--- src/rtl/regfile_wb_arbiter.sv ---
// regfile_wb_arbiter: shares the register-file write port between ALU and load writeback with a busy-bit scoreboard.
// WB_FIXED_PRIO_EN selects fixed priority (load wins) instead of round-robin.
module regfile_wb_arbiter #(
  parameter int DATA_WIDTH = 32,
  parameter int ADDR_WIDTH = 5
) (
  input  logic                     clk,
  input  logic                     rst_n,
  input  logic                     req0_valid,
  input  logic [ADDR_WIDTH-1:0]    req0_reg,
  input  logic [DATA_WIDTH-1:0]    req0_data,
  output logic                     req0_ready,
  input  logic                     req1_valid,
  input  logic [ADDR_WIDTH-1:0]    req1_reg,
  input  logic [DATA_WIDTH-1:0]    req1_data,
  output logic                     req1_ready,
  input  logic                     rsv_valid,
  input  logic [ADDR_WIDTH-1:0]    rsv_reg,
  output logic                     RegWrite,
  output logic [ADDR_WIDTH-1:0]    write_reg,
  output logic [DATA_WIDTH-1:0]    write_data,
  output logic [2**ADDR_WIDTH-1:0] busy
);
  logic                     grant0, grant1, any_grant, do_write;
  logic [ADDR_WIDTH-1:0]    g_reg;
  logic [DATA_WIDTH-1:0]    g_data;
  logic [2**ADDR_WIDTH-1:0] busy_next;
`ifdef WB_FIXED_PRIO_EN
  assign grant0 = req0_valid && !req1_valid;
`else
  logic last_grant;
  assign grant0 = req0_valid && (!req1_valid || last_grant);
`endif
  assign grant1     = req1_valid && !grant0;
  assign req0_ready = grant0;
  assign req1_ready = grant1;
  assign any_grant  = grant0 || grant1;
  assign g_reg      = grant1 ? req1_reg : req0_reg;
  assign g_data     = grant1 ? req1_data : req0_data;
  assign do_write   = any_grant && (g_reg != '0);
  // Reserve is applied after the clear so a back-to-back producer keeps the bit set.
  always_comb begin
    busy_next = busy;
    if (do_write) busy_next[g_reg] = 1'b0;
    if (rsv_valid && rsv_reg != '0) busy_next[rsv_reg] = 1'b1;
    busy_next[0] = 1'b0;
  end
  always_ff @(posedge clk or negedge rst_n) begin
    if (!rst_n) begin
      RegWrite   <= 1'b0;
      write_reg  <= '0;
      write_data <= '0;
      busy       <= '0;
    end else begin
      RegWrite <= do_write;
      busy     <= busy_next;
      if (do_write) begin
        write_reg  <= g_reg;
        write_data <= g_data;
      end
    end
  end
`ifndef WB_FIXED_PRIO_EN
  always_ff @(posedge clk or negedge rst_n) begin
    if (!rst_n) last_grant <= 1'b1;
    else if (any_grant) last_grant <= grant1;
  end
`endif
endmodule

--- config.mk ---
export PLATFORM = sky130hd
export DESIGN_NAME = regfile_wb_arbiter
export DESIGN_NICKNAME = d
export VERILOG_FILES = /design/src/rtl/regfile_wb_arbiter.sv
export SDC_FILE = /design/constraint.sdc
export NUM_CORES = 1
export LEC_CHECK = 0
export ABC_AREA = 1
export BUFFER_PORTS_ARGS = -buffer_cell sky130_fd_sc_hd__buf_2
export CAP_MARGIN = 15
export CORE_MARGIN = 3
export CORE_UTILIZATION = 40
export DETAILED_ROUTE_END_ITERATION = 16
export PLACE_DENSITY = 0.72
export SETUP_SLACK_MARGIN = 0.05
export SYNTH_ARGS = -nofsm -noshare
export SYNTH_HDL_FRONTEND = slang
export SYNTH_SLANG_ARGS = --single-unit
--- constraint.sdc ---
create_clock -name clk -period 2 [get_ports clk]
set_clock_uncertainty 0.2 [all_clocks]
set_input_delay 0.1 -clock clk [delete_from_list [all_inputs] [get_ports clk]]
set_output_delay 0.1 -clock clk [all_outputs]
set_load 0.03 [all_outputs]
==> results.toml <==
[status]
outcome = "finished clean"

[critical_path]
max_stage_delay_ps = 620
crit-reg2reg-capture = "write_data[1]"
cp.arrival_ps = 1980
worst_setup_path_end_kind = "flip-flop"
required_time_at_the_worst_slack_endpoint_ps = 2020
critical_path.max_fanout = 34
critPathBufInv = 1
timing.reg2reg.setup_slack_ps = 40
worstSetupPathType = "reg2reg"
cp.depth = 9
critical-path-top-cell-by-count = "sky130_fd_sc_hd__nand2_2"
critical_path_source_type = "flip-flop"
cp_cell_sequence = "a21o_1 -> nand2_1 -> nand2_2 -> nand2_2 -> nor2_4 -> nand2_2 -> buf_12 -> nand3_1 -> nand2_1"
timing.rr.start = "last_grant"
crit_path_start = "last_grant"
timing.reg2reg.worst_path_depth = 9
slowest_stage = "sky130_fd_sc_hd__dfstp_2"
timing.critical_path.max_delay_family = "simple AND/OR/NAND/NOR gates"
worstSetupEndpoint = "write_data[1]"

[logic_synthesis]
ys_seq_elements = 70
synth_seq_area_share_pct = 49.33
synth_enable_flop_cells = 0
synth.net_count = 570
synth.yosys.warnings = 0
synthesis.area_per_instance_um2 = 7.312
ys.flop_type = "sky130_fd_sc_hd__dfrtp_1"
synthesis.instances = 486
mappedNetlistArea_mm2 = 0.003553
ys_async_sr_fraction_pct = 100.0
synthDistinctLibCells = 24

[sta]
grt_setup_unrepaired = "yes"
slew_violations = 0
post-route-period-util_pct = 97.83
setup-violations-final = 0
layout_min_cycle_time_ps = 1957
whs_ps = 16.86
timing.final.hold_violations = 0
worstMarginPinSlew_ps = 583.3
timing.slew.headroom_pct = 60.97
max_clock_freq_ghz = 0.5111

[power_and_ir_drop]
power.static_leakage_nw = 3.033
ir_drop_mv = 0.7534
power.density_cell_area_mw_per_mm2 = 874.6

[clock_network]
worst_setup_hold_path_clk_slew_ps = 70
root_buffer = "sky130_fd_sc_hd__clkbuf_8"
cts_buffer_depth = 2
num_cts_buffers = 9
cts_tree = "done"
cts_setup_buffers = 0
clock_latency_late_sink_ps = 340
h-tree-depth = 3
cts.sinks = 70

[global_route]
grt_max_degree = 45
grtUsageTotal_pct = 26.09
first_pass_grt_wire_length_um = 20800
grt_antenna_before_repair = 2
grt_pass1_vias = 4346
total_overflow_reported_by_the_global_router = 0

[floorplan]
num_io_pins = 156
initial_core_util_pct = 42.19
dieWidth_um = 100.3
die_y_um = 100.3
core_area_mm2 = 0.008423
core.rowCount = 33
die_area_mm2 = 0.01005

[route]
remaining_drc_errors = 0
via_count = 4261
wire_per_inst_um = 15.70
vias_per_cell = 5.091
drtPass1Iterations = 5
final_routed_wirelength_across_all_metal_layers_um = 13140
ant_nets = 0
drt-initial-drc-count = 219

[final_layout]
area.growth.synth_to_final_pct = 55.63
drive_gt1_share_pct = 29.73
largest_register_ff_count = 32
final.fill_count = 664
nNetsFinal = 809
final_cell_count_no_fill = 837

[place]
place_inst = 740
hpwlAfterDp_um = 7890
port_buffers = 154
gpl.final_weighted_congestion = 0.8741

[run]
max_cap_violations = 0

[worst_hold_path]
min_path_type = "in2reg"
-- power breakdown --
group	switching, mW	internal [mW]
clock network	0.537	0.518
logic	1.27	0.608
registers	0.182	1.72
total	1.99	2.85
-- timing repair --
| item | CTS | global route |
|---|---|---|
| setup endpoints to repair | 4 | 70 |
| endpoints found under the hold margin | 132 | 0 |
| gates cloned | 2 | 1 |
| hold buffers | 76 | 0 |
| gates resized for setup | 1 | 26 |
| pin swaps | 2 | 2 |
-- cells by family after synthesis --
group / after synthesis / synth area share [%]
buffers and inverters: 48 / 6.936
AOI/OAI and AO/OA: 40 / 6.514
and+or+nand+nor: 327 / 37.11
DFF: 70 / 49.33
other: 1 / 0.1055
-- cell type report --
| class | instances | area, um^2 | area share [%] |
|---|---|---|---|
| Inverter | 27 | 101.3 | 1.833 |
| Clock inverter | 5 | 32.53 | 0.5882 |
| Sequential cell | 70 | 1753 | 31.70 |
| Multi-Input combinational cell | 370 | 1647 | 29.77 |
| Antenna cell | 2 | 5.005 | 0.09050 |
| Timing Repair Buffer | 247 | 1709 | 30.91 |
| Clock buffer | 11 | 151.4 | 2.738 |
| Tap cell | 105 | 131.4 | 2.376 |
-- placed cells by master (no fill, tap or decap), types with 3 or more instances in the layout --
cell / synthesis / routed
sky130_fd_sc_hd__clkinv_2: 0 / 3
sky130_fd_sc_hd__dlygate4sd3_1: 0 / 76
sky130_fd_sc_hd__o21ai_4: 1 / 3
sky130_fd_sc_hd__nor3_1: 8 / 8
sky130_fd_sc_hd__dfrtp_1: 69 / 69
sky130_fd_sc_hd__inv_1: 25 / 25
sky130_fd_sc_hd__o21ai_0: 34 / 27
sky130_fd_sc_hd__clkbuf_8: 0 / 11
sky130_fd_sc_hd__nor2_1: 9 / 5
sky130_fd_sc_hd__nand2_2: 4 / 13
sky130_fd_sc_hd__o21ai_1: 0 / 7
sky130_fd_sc_hd__buf_4: 4 / 12
sky130_fd_sc_hd__nand3_1: 43 / 42
sky130_fd_sc_hd__nand2_1: 260 / 251
sky130_fd_sc_hd__buf_2: 5 / 154
sky130_fd_sc_hd__nor2_2: 0 / 4
-- stage by stage --
step                      total power, mW  utilization (%)  setup TNS (ps)  area [um^2]  setup slack (ps)
final                               4.837            65.66               0         5530             43.41
after global routing                5.096            65.66           -1549         5530            -52.36
after CTS                           4.800            64.45               0         5429             56.49
after detailed placement            3.609            52.99               0         4463             45.81
after global placement              3.576            52.99               0         4463             97.93
after floorplan                     2.988                -               0         3553             155.8
-- worst min-delay path by stage --
stage,start,end,slack (ps),cells past startpoint
after CTS,req1_reg[0],write_reg[0],2,5
after global routing,req1_reg[3],write_reg[3],30,5
after detailed placement,rst_n,write_data[17],-260,1
final,req1_reg[3],write_reg[3],20,5
after global placement,rst_n,write_data[17],-260,1
after floorplan,rst_n,RegWrite,-400,0
-- synthesized netlist by cell type, types with 2 or more instances --
library cell	instances	area share, %
sky130_fd_sc_hd__buf_1	3	0.32
sky130_fd_sc_hd__nand2_1	260	27
sky130_fd_sc_hd__nor3_1	8	1.1
sky130_fd_sc_hd__dfrtp_1	69	49
sky130_fd_sc_hd__buf_2	5	0.70
sky130_fd_sc_hd__o21ai_2	2	0.49
sky130_fd_sc_hd__nor2_1	9	0.95
sky130_fd_sc_hd__clkbuf_1	3	0.32
sky130_fd_sc_hd__buf_4	4	0.85
sky130_fd_sc_hd__o21ai_0	34	4.8
sky130_fd_sc_hd__inv_1	25	2.6
sky130_fd_sc_hd__buf_6	6	1.9
sky130_fd_sc_hd__nand2_2	4	0.70
sky130_fd_sc_hd__inv_2	2	0.21
sky130_fd_sc_hd__nand3_1	43	6.1
-- worst min-delay path, stage by stage --
cell	delay, ps
sky130_fd_sc_hd__buf_2	90
sky130_fd_sc_hd__nand2_1	80
sky130_fd_sc_hd__o21ai_4	110
sky130_fd_sc_hd__nand3_1	80
sky130_fd_sc_hd__nand2_1	60
-- layer usage --
| layer | GRT usage, % | part of all wire (%) | vias up | wire length (um) |
|---|---|---|---|---|
| li1 | - | - | 1997 | - |
| met3 | 7.088 | 9.6 | 47 | 1267 |
| met1 | 31.45 | 39 | 1959 | 5155 |
| met4 | 12.54 | 3.7 | 0 | 488 |
| met5 | 0 | 0 | - | 0 |
| met2 | 43.17 | 47 | 258 | 6231 |
Power figures use the tool's default switching activity.
